--- src/rtl/div_pkg.sv ---
// Shared definitions for the sequential divider.
//   DIV_DIVIDEND_W : dividend / quotient width
//   DIV_DIVISOR_W  : divisor / remainder width
//   DIV_CNT_W      : iteration counter width
//   div_state_t    : controller state encoding
package div_pkg;

  localparam int DIV_DIVIDEND_W = 16;
  localparam int DIV_DIVISOR_W  = 8;
  localparam int DIV_CNT_W      = $clog2(DIV_DIVIDEND_W);

  typedef enum logic [1:0] {
    IDLE = 2'd0,
    BUSY = 2'd1,
    DONE = 2'd2
  } div_state_t;

endpackage

--- src/rtl/div_step.sv ---
// One restoring-division iteration, purely combinational.
//   partial_in  : current partial remainder (DIVISOR_W+1 bits, MSB is the guard bit)
//   bit_in      : next dividend bit, shifted into the partial remainder
//   divisor     : divisor
//   partial_out : partial remainder after the trial subtraction
//   q_bit       : quotient bit produced by this iteration
module div_step
  import div_pkg::*;
#(
  parameter int DIVISOR_W = DIV_DIVISOR_W
) (
  input  logic [DIVISOR_W:0]   partial_in,
  input  logic                 bit_in,
  input  logic [DIVISOR_W-1:0] divisor,
  output logic [DIVISOR_W:0]   partial_out,
  output logic                 q_bit
);

  logic [DIVISOR_W:0] p;
  logic [DIVISOR_W:0] d_ext;

  // The guard bit of the incoming partial is always zero after a step
  // (partial < divisor), so only the low bits feed the shift.
  logic unused_guard;
  assign unused_guard = partial_in[DIVISOR_W];

  assign p     = {partial_in[DIVISOR_W-1:0], bit_in};
  assign d_ext = {1'b0, divisor};

  always_comb begin
    q_bit       = 1'b0;
    partial_out = p;
    if (p >= d_ext) begin
      q_bit       = 1'b1;
      partial_out = p - d_ext;
    end
  end

endmodule

--- src/rtl/seq_divider.sv ---
// Multi-cycle unsigned restoring divider with valid/ready handshakes.
//   clk         : clock, rising edge
//   reset_n     : asynchronous active-low reset
//   in_valid    : operands present
//   in_ready    : divider can accept operands (IDLE only)
//   dividend    : unsigned dividend
//   divisor     : unsigned divisor
//   out_valid   : result present (DONE)
//   out_ready   : consumer takes the result
//   quotient    : floor(dividend / divisor), all ones on divide by zero
//   remainder   : dividend mod divisor, zero on divide by zero
//   div_by_zero : result came from a zero divisor
//
// state | meaning
// ------+---------------------------------------------------------------
// IDLE  | waiting for operands, in_ready high
// BUSY  | one restoring iteration per cycle, DIVIDEND_W cycles total
// DONE  | result held until out_valid && out_ready
module seq_divider
  import div_pkg::*;
#(
  parameter int DIVIDEND_W = DIV_DIVIDEND_W,
  parameter int DIVISOR_W  = DIV_DIVISOR_W
) (
  input  logic                  clk,
  input  logic                  reset_n,
  input  logic                  in_valid,
  output logic                  in_ready,
  input  logic [DIVIDEND_W-1:0] dividend,
  input  logic [DIVISOR_W-1:0]  divisor,
  output logic                  out_valid,
  input  logic                  out_ready,
  output logic [DIVIDEND_W-1:0] quotient,
  output logic [DIVISOR_W-1:0]  remainder,
  output logic                  div_by_zero
);

  localparam int CNT_W = (DIVIDEND_W > 1) ? $clog2(DIVIDEND_W) : 1;

  div_state_t            state;
  logic [DIVIDEND_W-1:0] dividend_sr;
  logic [DIVIDEND_W-1:0] quot_sr;
  logic [DIVISOR_W-1:0]  divisor_q;
  logic [DIVISOR_W:0]    partial;
  logic [CNT_W-1:0]      cnt;

  logic [DIVISOR_W:0]    step_partial;
  logic                  step_q_bit;

  div_step #(
    .DIVISOR_W (DIVISOR_W)
  ) u_step (
    .partial_in  (partial),
    .bit_in      (dividend_sr[DIVIDEND_W-1]),
    .divisor     (divisor_q),
    .partial_out (step_partial),
    .q_bit       (step_q_bit)
  );

  always_ff @(posedge clk or negedge reset_n) begin
    if (!reset_n) begin
      state       <= IDLE;
      in_ready    <= 1'b1;
      out_valid   <= 1'b0;
      quotient    <= '0;
      remainder   <= '0;
      div_by_zero <= 1'b0;
      dividend_sr <= '0;
      quot_sr     <= '0;
      divisor_q   <= '0;
      partial     <= '0;
      cnt         <= '0;
    end else begin
      case (state)
        IDLE: begin
          if (in_valid && in_ready) begin
            dividend_sr <= dividend;
            divisor_q   <= divisor;
            quot_sr     <= '0;
            partial     <= '0;
            cnt         <= CNT_W'(DIVIDEND_W - 1);
            in_ready    <= 1'b0;
            if (divisor == '0) begin
              quotient    <= '1;
              remainder   <= '0;
              div_by_zero <= 1'b1;
              state       <= DONE;
            end else begin
              state <= BUSY;
            end
          end
        end

        BUSY: begin
          partial     <= step_partial;
          quot_sr     <= {quot_sr[DIVIDEND_W-2:0], step_q_bit};
          dividend_sr <= {dividend_sr[DIVIDEND_W-2:0], 1'b0};
          if (cnt == '0) begin
            quotient    <= {quot_sr[DIVIDEND_W-2:0], step_q_bit};
            remainder   <= step_partial[DIVISOR_W-1:0];
            div_by_zero <= 1'b0;
            out_valid   <= 1'b1;
            state       <= DONE;
          end else begin
            cnt <= cnt - 1'b1;
          end
        end

        DONE: begin
          // A divide by zero enters DONE straight from IDLE with out_valid
          // still low; raising it here gives that path its one-cycle latency.
          if (!out_valid) begin
            out_valid <= 1'b1;
          end else if (out_ready) begin
            out_valid <= 1'b0;
            in_ready  <= 1'b1;
            state     <= IDLE;
          end
        end

        default: begin
          state     <= IDLE;
          in_ready  <= 1'b1;
          out_valid <= 1'b0;
        end
      endcase
    end
  end

endmodule

--- config.mk ---
export PLATFORM = sky130hd
export DESIGN_NAME = seq_divider
export DESIGN_NICKNAME = d
export VERILOG_FILES = /design/src/rtl/div_pkg.sv /design/src/rtl/div_step.sv /design/src/rtl/seq_divider.sv
export SDC_FILE = /design/constraint.sdc
export NUM_CORES = 1
export LEC_CHECK = 0
export CAP_MARGIN = 20
export CORE_ASPECT_RATIO = 1.25
export CORE_MARGIN = 4
export CORE_UTILIZATION = 45
export DETAILED_ROUTE_END_ITERATION = 7
export PLACE_DENSITY_LB_ADDON = 0.2
export SYNTH_ARGS = -nofsm -noshare
export SYNTH_HDL_FRONTEND = slang
export SYNTH_HIERARCHICAL = 1
export SYNTH_SLANG_ARGS = --single-unit
--- constraint.sdc ---
create_clock -name clk -period 5.14 [get_ports clk]
set_clock_uncertainty 0.2 [all_clocks]
set_input_delay 1.028 -clock clk [delete_from_list [all_inputs] [get_ports clk]]
set_output_delay 1.028 -clock clk [all_outputs]
set_load 0.05 [all_outputs]
# == After elaboration in Yosys (flattened, before gate mapping) ==
# Index checks and enable logic that the tools add are counted.
# word_totals
input_bits,28
ff_bits,80
output_inout_bits,27
# op_classes
n_reduce_logical,12
bitwise_logic,2
n_lt_le_gt_ge,1
eq_ne,8
n_mux,37
addsub,2
# op_table
op,count
$mux W16,4
$pmux W16 S2,2
$mux W8,5
$pmux W8 S2,2
$pmux W15 S2,1
$mux W15,1
$ne A2 B2 Y1 const B,6
$reduce_and A4 Y1,3
$mux W1,10
$mux W2,5
$ge A9 B8 Y1,1
$logic_not A8 Y1,1
$mux W4,2
$pmux W4 S2,1
$sub A8 B8 Y8,1
$pmux W1 S3,2
$pmux W2 S3,1
$reduce_and A2 Y1,3
$logic_not A4 Y1,1
$sub A4 B1 Y4 const B,1
$reduce_and A3 Y1,1
$eq A2 B1 Y1 const B,1
$eq A2 B2 Y1 const B,1
$logic_not A2 Y1,1
other kinds (4),5

# == Logic depth before layout (Yosys ltp) ==
# Gate-level depths: netlist of run 1.
# depth
word_depth,4
ltp_mapped,10

# == Modules after synthesis ==
# The synthesis of run 1 kept the hierarchy.
# modules_own_cells
module,n_inst,area_each_um2,cells_per_inst
seq_divider,1,3568.4,294
div_step,1,546.8,76

# == Worst setup path after synthesis of run 1 ==
# OpenSTA, ideal clock, no wires.
# synth_timing
path_type,input-to-reg
start,in divisor[1]
end,reg quotient[0]
setup_ns,0.125
t_required_ns,4.815
n_path_buf,2
t_arrival_ns,2.270
stages,6
setup_slack_ns,2.545
cell_sequence,nor4_4 -> nand2_2 -> a211o_1 -> buf_6 -> buf_12 -> mux2_4
# synth_between
elab_chain_len,3
# synth_rtl
item,line,text
"start, declared",seq_divider.sv:30,"input logic [DIVISOR_W-1:0] divisor,"
$logic_not A8 Y1,seq_divider.sv:83,if (divisor == '0) begin
$ne A2 B2 Y1 (no line),-,
$reduce_and A4 Y1 (no line),-,
"end signal, assigned",seq_divider.sv:99,"quotient <= {quot_sr[DIVIDEND_W-2:0], step_q_bit};"
"end, declared",seq_divider.sv:33,"output logic [DIVIDEND_W-1:0] quotient,"
# No other way between the ends.
# A chain may end at the register's enable or synchronous reset.

# == Final worst setup path of run 1 ==
# layout_timing
start,in in_valid
end,reg quotient[15]
# layout_between
elab_chain_len,3
# layout_rtl
item,line,text
"start, declared",seq_divider.sv:27,"input logic in_valid,"
$logic_and A1 B1 Y1,seq_divider.sv:76,if (in_valid && in_ready) begin
$ne A2 B2 Y1 (no line),-,
$reduce_and A4 Y1 (no line),-,
# No other way between the ends.

==> results of run 1 <==
==> layer usage <==
| layer | vias to the layer above | GRT usage [%] | routed length, µm |
|---|---|---|---|
| met2 | 65 | 25.1 | 3690 |
| li1 | 1351 | - | - |
| met1 | 1364 | 20.1 | 3550 |
| met3 | 14 | 3.69 | 332 |
| met5 | - | 0 | 0 |
| met4 | 0 | 7.82 | 192 |
==> state kept, by name, summed over array words and instances (netlist names) <==
register / cells
in_ready: 1
quotient: 16
remainder: 8
partial: 8
div_by_zero: 1
divisor_q: 8
cnt: 4
quot_sr: 15
out_valid: 1
dividend_sr: 16
state: 2
==> final cells by class <==
class,instances,area [µm²],share of cell area [%]
timing repair buffer,58,588,12.2
multi-input combinational,235,1820,37.6
sequential,80,2000,41.4
tap,120,150,3.11
clock buffer,13,159,3.29
inverter,27,101,2.10
clock inverter,2,13.8,0.285
==> cell usage in the layout, fill, tap and decap left out, drive strengths merged, types with 13 or more instances in the layout <==
| master | instances |
|---|---|
| a22o | 18 |
| mux2 | 27 |
| nand2b | 18 |
| dfrtp | 79 |
| clkdlybuf4s50 | 53 |
| o21ai | 28 |
| inv | 28 |
| mux2i | 28 |
| nand2 | 44 |
| clkbuf | 13 |
==> path summary, 6_finish.rpt <==
| kind | startpoint | end | slack (ns) | depth (start not counted) |
|---|---|---|---|---|
| setup / recovery | in_valid | quotient[15] | 1.64 | 6 |
| hold / removal | dividend_sr[8] | dividend_sr[8] | 0.29 | 2 |
| setup reg to reg | state[0] | quotient[11] | 1.99 | 7 |
| hold reg to reg | dividend_sr[8] | dividend_sr[8] | 0.29 | 2 |
| max in group asynchronous | reset_n | in_ready | 3.79 | 2 |
| min in group asynchronous | reset_n | divisor_q[7] | 0.32 | 1 |
==> stage by stage <==
stage	utilization, %	power (mW)	hold WS (ns)
finish	55.6	1.09	0.288
global route	55.6	1.14	0.316
CTS	55.2	1.11	0.292
detailed placement	53.2	0.682	0.275
global placement	53.2	0.682	0.262
floorplan	-	0.646	0.250
==> report_power, final <==
group / switching, mW / internal (mW) / leakage [nW] / total (mW)
clock network: 0.219 / 0.201 / 0.0899 / 0.420
logic: 0.0192 / 0.0227 / 1.14 / 0.0419
registers: 0 / 0.629 / 1.04 / 0.629
total: 0.239 / 0.852 / 2.26 / 1.09
==> tightest hold or removal path, stage by stage (launching register included) <==
cell	delay, ns
dfrtp_1	0.35
nand2_1	0.05
o21ai_0	0.06
==> results.toml, run 1 <==
[worst_setup_path]
cp-end-kind = "flip-flop"
cp_slowest_cell = "a211o_1"
timing_worst_setup_path_type = "primary input to flip-flop"
cp_num_buf_inv = 2
cp-start-kind = "primary input"
path_cells = "clkdlybuf4s50_1 > nand3_1 > a21boi_4 > a211o_1 > buf_4 > mux2_2"
worst_path_dominant_cell_family = "compound AO/OA/AOI/OAI gates"
required_ns = 5.17
crit_arrival_ns = 3.53
max_stage_delay_ns = 0.65
crit_fanout = 16

[floorplanning]
core_mm2 = 0.00870
fp.dieH_um = 114
die_w_um = 92.7
die-area_mm2 = 0.0106
fp-row-count = 38
start_util_pct = 46.4
io_pins = 55

[yosys]
synthCells = 361
syn_area_mm2 = 0.00404
synth_nets = 402
synth_area_per_cell_um2 = 11.2
ys.warnings.count = 6

[place]
port_buffers = 54
dpl_cell_area_mm2 = 0.00463
dpl.cell_count = 519
gp_congestion = 0.757
dp_hpwl_um = 5390
place_ws_ns = 1.24

[clock_tree]
cts_resized = 0
cts_root_buf = "clkbuf_8"
postCtsSetupBuffers = 0
clk_pin_slew_worst_paths_ns = 0.07
numCtsBuffers = 9
cts_sinks = 80
insertion_delay_ns = 0.35
clockBufferDepth = 2
tritoncts = "done"
holdBufCountCts = 0
htree_levels = 3

[timing]
min_period_over_period_pct = 68.0
setup_viol = 0
hold_viol_final = 0
worst_pin_slew_ns = 0.997
setup_tns_ns = 0
max_freq_mhz = 286
period_minus_slack_ns = 3.50
fin_ws_ns = 1.64
slew_headroom_pct = 33.3
rsz0062_at_grt = "false"
maxSlewViolCount = 0

[drt]
drc = 0
wl_um = 7760
viasPerCell = 5.22
vias = 2794
antenna_left = 0
first_iter_violations = 128
post_drt_wl_per_cell_um = 14.5
dr.pass1.iters = 4

[worst_hold_path]
min_path_type = "flip-flop to flip-flop"

[pwr]
leakage_nw = 2.26
powerDensity_mw_per_mm2 = 226
peakVddDrop_mv = 0.105

[global_route]
antenna_found_initial = 0
grt_pass1_wl_um = 13200
grt_max_degree = 81
gr-total-overflow = 0
grt_pass1_vias = 2877
grtUsageTotal_pct = 15.7

[outcome]
outcome = "complete, no violations"

[layout]
fin_area_mm2 = 0.00483
area_growth_pct = 19.8
layout-drive-gt1-share_pct = 13.5
insertedDiodeCount = 0
layout.nets = 452
final.fill_count = 786
final_cells = 535

[run]
max_cap_violations = 0
(Power assumes the default switching activity.)
==> run 2: changes to the inputs <==
==> constraint.sdc (replaced) <==
create_clock -name clk -period 3.3 [get_ports clk]
set_clock_uncertainty 0.2 [all_clocks]
set_input_delay 0.66 -clock clk [delete_from_list [all_inputs] [get_ports clk]]
set_output_delay 0.66 -clock clk [all_outputs]
set_load 0.05 [all_outputs]
==> results.toml, run 2 (synthesis gave the netlist of run 1 again) <==
[timing]
maxSlewViolCount = 0
hold_viol_final = 4
setup_viol = 0
worst_pin_slew_ns = 0.938
rsz0062_at_grt = "false"
period_minus_slack_ns = 2.77
slew_headroom_pct = 37.3
holdWs_ns = -0.00481
min_period_over_period_pct = 84.0
setup_tns_ns = 0
max_freq_mhz = 361

[layout]
final_common_cell = "dfrtp_1"
most-common-layout-cells = "dfrtp_1 (79), clkdlybuf4s50_1 (53), nand2_1 (43)"
final_cells = 537
final.fill_count = 767
fin_area_mm2 = 0.00486
largestRegisters = "dividend_sr x16, quotient x16, quot_sr x15"
layout.nets = 453
insertedDiodeCount = 0
area_growth_pct = 20.6
layout-drive-gt1-share_pct = 14.4

[pwr]
power_switching_uw = 380
p_clk_share_pct = 40.7
power_mw = 1.76
comb_power_share_pct = 3.7
p_sw_share_pct = 21.6
leakage_nw = 2.28
peakVddDrop_mv = 0.162
seqPwrFrac_pct = 55.6
intPower_mw = 1.38
powerDensity_mw_per_mm2 = 362

[clock_tree]
clk_pin_slew_worst_paths_ns = 0.08
cts_root_buf = "clkbuf_8"
holdBufCountCts = 0
postCtsSetupBuffers = 0
cts_resized = 0
clockBufferDepth = 2
htree_levels = 3
cts_sinks = 80
tritoncts = "done"
insertion_delay_ns = 0.35
numCtsBuffers = 9

[worst_setup_path]
cp-start-kind = "flip-flop"
cp-end-kind = "flip-flop"
crit_fanout = 9
timing_worst_setup_path_type = "flip-flop to flip-flop"
crit_arrival_ns = 2.78
required_ns = 3.30

[floorplanning]
fp-row-count = 38
core_mm2 = 0.00870
fp.dieH_um = 114
die-area_mm2 = 0.0106
io_pins = 55
start_util_pct = 46.4
die_w_um = 92.7

[drt]
dr.pass1.iters = 6
post_drt_wl_per_cell_um = 14.0
first_iter_violations = 100
wl_met3_um = 338
viasPerCell = 5.12
wl_um = 7510
antenna_left = 0
vias = 2747
drc = 0
met1_length_um = 3380
dr_wl_met2_um = 3630
highest_layer = "met4"

[run]
max_cap_violations = 0

[place]
dpl.cell_count = 520
dp_hpwl_um = 5300
gp_congestion = 0.861
port_buffers = 54
dpl_cell_area_mm2 = 0.00464

[global_route]
antenna_found_initial = 0
grt_max_degree = 81
gr-total-overflow = 0
grtUsageTotal_pct = 15.1
grt_pass1_wl_um = 12600
grt_pass1_vias = 2716

[outcome]
outcome = "complete, but fails checks"
violations = "negative hold slack"

[worst_hold_path]
min_path_type = "primary input to asynchronous set/reset pin"
-- run 2: cell types whose count changed in the layout (fill, tap and decap cells not counted) --
| cell | previous run | this run |
|---|---|---|
| clkinv_2 | 1 | 4 |
| clkbuf_1 | 2 | 0 |
| buf_4 | 4 | 5 |
| inv_6 | 1 | 0 |
| clkinv_4 | 0 | 1 |
| clkbuf_8 | 11 | 10 |
| bufinv_16 | 0 | 1 |
-- run 2: final timing paths --
| check | cells past startpoint | slack, ns | endpoint | startpoint |
|---|---|---|---|---|
| min in group clk | 2 | 0.29 | dividend_sr[12] | dividend_sr[12] |
| hold reg to reg | 2 | 0.29 | dividend_sr[12] | dividend_sr[12] |
| hold / removal | 1 | -0.005 | quotient[1] | reset_n |
| max in group asynchronous | 2 | 2.28 | in_ready | reset_n |
| setup reg to reg | 8 | 0.53 | partial[4] | partial[3] |
| setup / recovery | 8 | 0.53 | partial[4] | partial[3] |
-- run 2: power by group through the flow --
stage,clock (mW),combinational (mW),sequential [mW]
after CTS,0.742,0.0640,0.979
final,0.717,0.0655,0.979
after global routing,0.776,0.0730,0.979
after floorplan,0,0.00656,0.999
after detailed placement,0,0.0640,0.999
after global placement,0,0.0631,0.999
-- run 2: metrics by stage --
step | util, % | hold slack [ns] | worst slack [ns]
after detailed placement | 53.3 | 0.273 | 0.408
final | 55.9 | -0.00481 | 0.527
after CTS | 55.6 | 0.292 | 0.521
after global placement | 53.3 | 0.262 | 0.447
after global routing | 55.9 | 0.0141 | 0.358
after floorplan | - | 0.164 | 0.788
-- run 2: area by class of cell --
cell class	count	area [µm²]	area share, %
Clock buffer	10	138	2.83
Clock inverter	6	58.8	1.21
Multi-Input combinational cell	235	1820	37.4
Inverter	27	101	2.08
Sequential cell	80	2000	41.2
Tap cell	120	150	3.09
Timing Repair Buffer	59	596	12.2
-- run 2: routing by layer --
layer  global-route usage [%]  vias up
li1                         -     1352
met3                     2.97       15
met1                     19.1     1319
met4                     7.23        0
met2                     24.9       61
met5                        0        -
-- run 2: critical path, stage by stage (launching register included) --
cell	delay, ns
dfrtp_1	0.42
ha_1	0.33
a21o_1	0.23
o21bai_1	0.16
a211o_1	0.36
or2_1	0.41
mux2_4	0.35
nand2_1	0.08
o21ai_0	0.08
==> run 3: changes to the inputs <==
==> constraint.sdc (replaced) <==
create_clock -name clk -period 2.7 [get_ports clk]
set_clock_uncertainty 0.2 [all_clocks]
set_input_delay 0.54 -clock clk [delete_from_list [all_inputs] [get_ports clk]]
set_output_delay 0.54 -clock clk [all_outputs]
set_load 0.05 [all_outputs]
==> results.toml, run 3 (synthesis gave the netlist of run 1 again) <==
[outcome]
outcome = "complete, no violations"

[timing]
setup_viol = 0
setup_tns_ns = 0
worst_pin_slew_ns = 0.572
period_minus_slack_ns = 2.50
maxSlewViolCount = 0
rsz0062_at_grt = "false"
hold_viol_final = 0
max_freq_mhz = 400
slew_headroom_pct = 61.9
min_period_over_period_pct = 92.7

[floorplanning]
core_mm2 = 0.00870
fp.dieH_um = 114
io_pins = 55
start_util_pct = 46.4
die-area_mm2 = 0.0106
die_w_um = 92.7
fp-row-count = 38

[pwr]
peakVddDrop_mv = 0.409
leakage_nw = 2.35
power_mw = 2.32
powerDensity_mw_per_mm2 = 463

[worst_setup_path]
worst_path_dominant_cell_family = "compound AO/OA/AOI/OAI gates"
ff2ff_setup_slack_ns = 0.20
crit_start = "partial[3]"
r2r_start = "partial[3]"
crit_fanout = 8
cp_slowest_cell = "dfrtp_1"
timing_worst_setup_path_type = "flip-flop to flip-flop"
cp_num_buf_inv = 0
path_cells = "ha_1 > a21o_1 > o21bai_1 > a211o_1 > or2_4 > mux2_4 > nand2_1 > o21ai_0"
cp-start-kind = "flip-flop"
cp-end-kind = "flip-flop"
required_ns = 2.71
crit_arrival_ns = 2.51
max_stage_delay_ns = 0.40

[drt]
antenna_left = 0
wl_um = 7770
viasPerCell = 5.10
post_drt_wl_per_cell_um = 14.1
vias = 2807
dr.pass1.iters = 4
drc = 0
first_iter_violations = 89

[clock_tree]
clk_pin_slew_worst_paths_ns = 0.08
clockBufferDepth = 2
numCtsBuffers = 9
cts_sinks = 80
insertion_delay_ns = 0.34
cts_root_buf = "clkbuf_8"
htree_levels = 3
tritoncts = "done"

[layout]
layout-drive-gt1-share_pct = 16.5
largestRegisters = "dividend_sr x16, quotient x16, quot_sr x15"
final_util_pct = 57.6
final_common_cell = "dfrtp_1"
insertedDiodeCount = 0
area_growth_pct = 24.2
most-common-layout-cells = "dfrtp_1 (79), clkdlybuf4s50_1 (53), nand2_1 (43)"
layout.nets = 466
final_cells = 550

[place]
gp_congestion = 0.804
port_buffers = 54
dpl.cell_count = 533
dp_hpwl_um = 5710

[global_route]
antenna_found_initial = 0
grt_pass1_vias = 2830
grt_pass1_wl_um = 13400
gr-total-overflow = 0
grtUsageTotal_pct = 15.8
grt_max_degree = 47

[worst_hold_path]
min_from = "dividend_sr[14]"
min_path_type = "flip-flop to flip-flop"

[run]
max_cap_violations = 0
-- run 3: cell count changes in the layout (fill, tap and decap cells not counted) --
cell,change
buf_4,+11
clkinv_2,-4
buf_12,+2
bufinv_16,+2
clkbuf_1,+2
clkinvlp_4,+2
buf_16,-1
clkbuf_8,-1
clkinv_4,-1
dlygate4sd3_1,+1
or2_1,-1
or2_4,+1
-- run 3: path summary, 6_finish.rpt --
check                             endpoint  cells after the start
setup / recovery                partial[3]                      8
hold / removal             dividend_sr[14]                      2
setup reg to reg                partial[3]                      8
hold reg to reg            dividend_sr[14]                      2
max in group asynchronous         in_ready                      3
min in group asynchronous     remainder[1]                      2
-- run 3: area by class of cell --
cell class                 instances  area, µm²
clock buffer                      11        131
timing repair buffer              72        701
sequential                        80       2000
fill                             758       3690
clock inverter                     5        105
tap                              120        150
multi-input combinational        235       1820
inverter                          27        101
-- run 3: worst min-delay path: cells and delay by family (launching register included) --
| kind | cells | cell delay (ns) |
|---|---|---|
| flip-flops | 1 | 0.35 |
| AO/OA/AOI/OAI | 1 | 0.06 |
| AND/OR/NAND/NOR | 1 | 0.04 |
-- run 3: metrics by stage --
| step | setup slack [ns] | hold WS, ns | area [µm²] |
|---|---|---|---|
| 2_1_floorplan | 0.188 | 0.0444 | 4040 |
| 3_3_place_gp | 0.0780 | 0.261 | 4760 |
| 3_5_place_dp | 0.0650 | 0.274 | 4760 |
| 4_1_cts | 0.0727 | 0.292 | 5010 |
| 5_1_grt | 0.0770 | 0.313 | 5010 |
| 6_report | 0.198 | 0.285 | 5010 |
-- run 3: repair_timing --
item                                   CTS  global route
setup endpoints to repair                0            10
gates resized for setup                  0             1
setup buffers                            0             0
hold buffers                             1             0
endpoints found under the hold margin   38             0
-- run 3: power by group --
group | leakage [nW] | internal [mW] | switching (mW)
clock | 0.110 | 0.615 | 0.429
sequential | 1.04 | 1.20 | 0
combinational | 1.20 | 0.0430 | 0.0373
total | 2.35 | 1.86 | 0.466
-- run 3: metal layers --
layer | GRT usage (%) | part of all wire [%] | vias up
met4 | 5.18 | 1.4 | 0
met2 | 26.7 | 49 | 50
li1 | - | - | 1375
met5 | 0 | 0 | -
met1 | 20.2 | 46 | 1374
met3 | 3.56 | 3.7 | 8
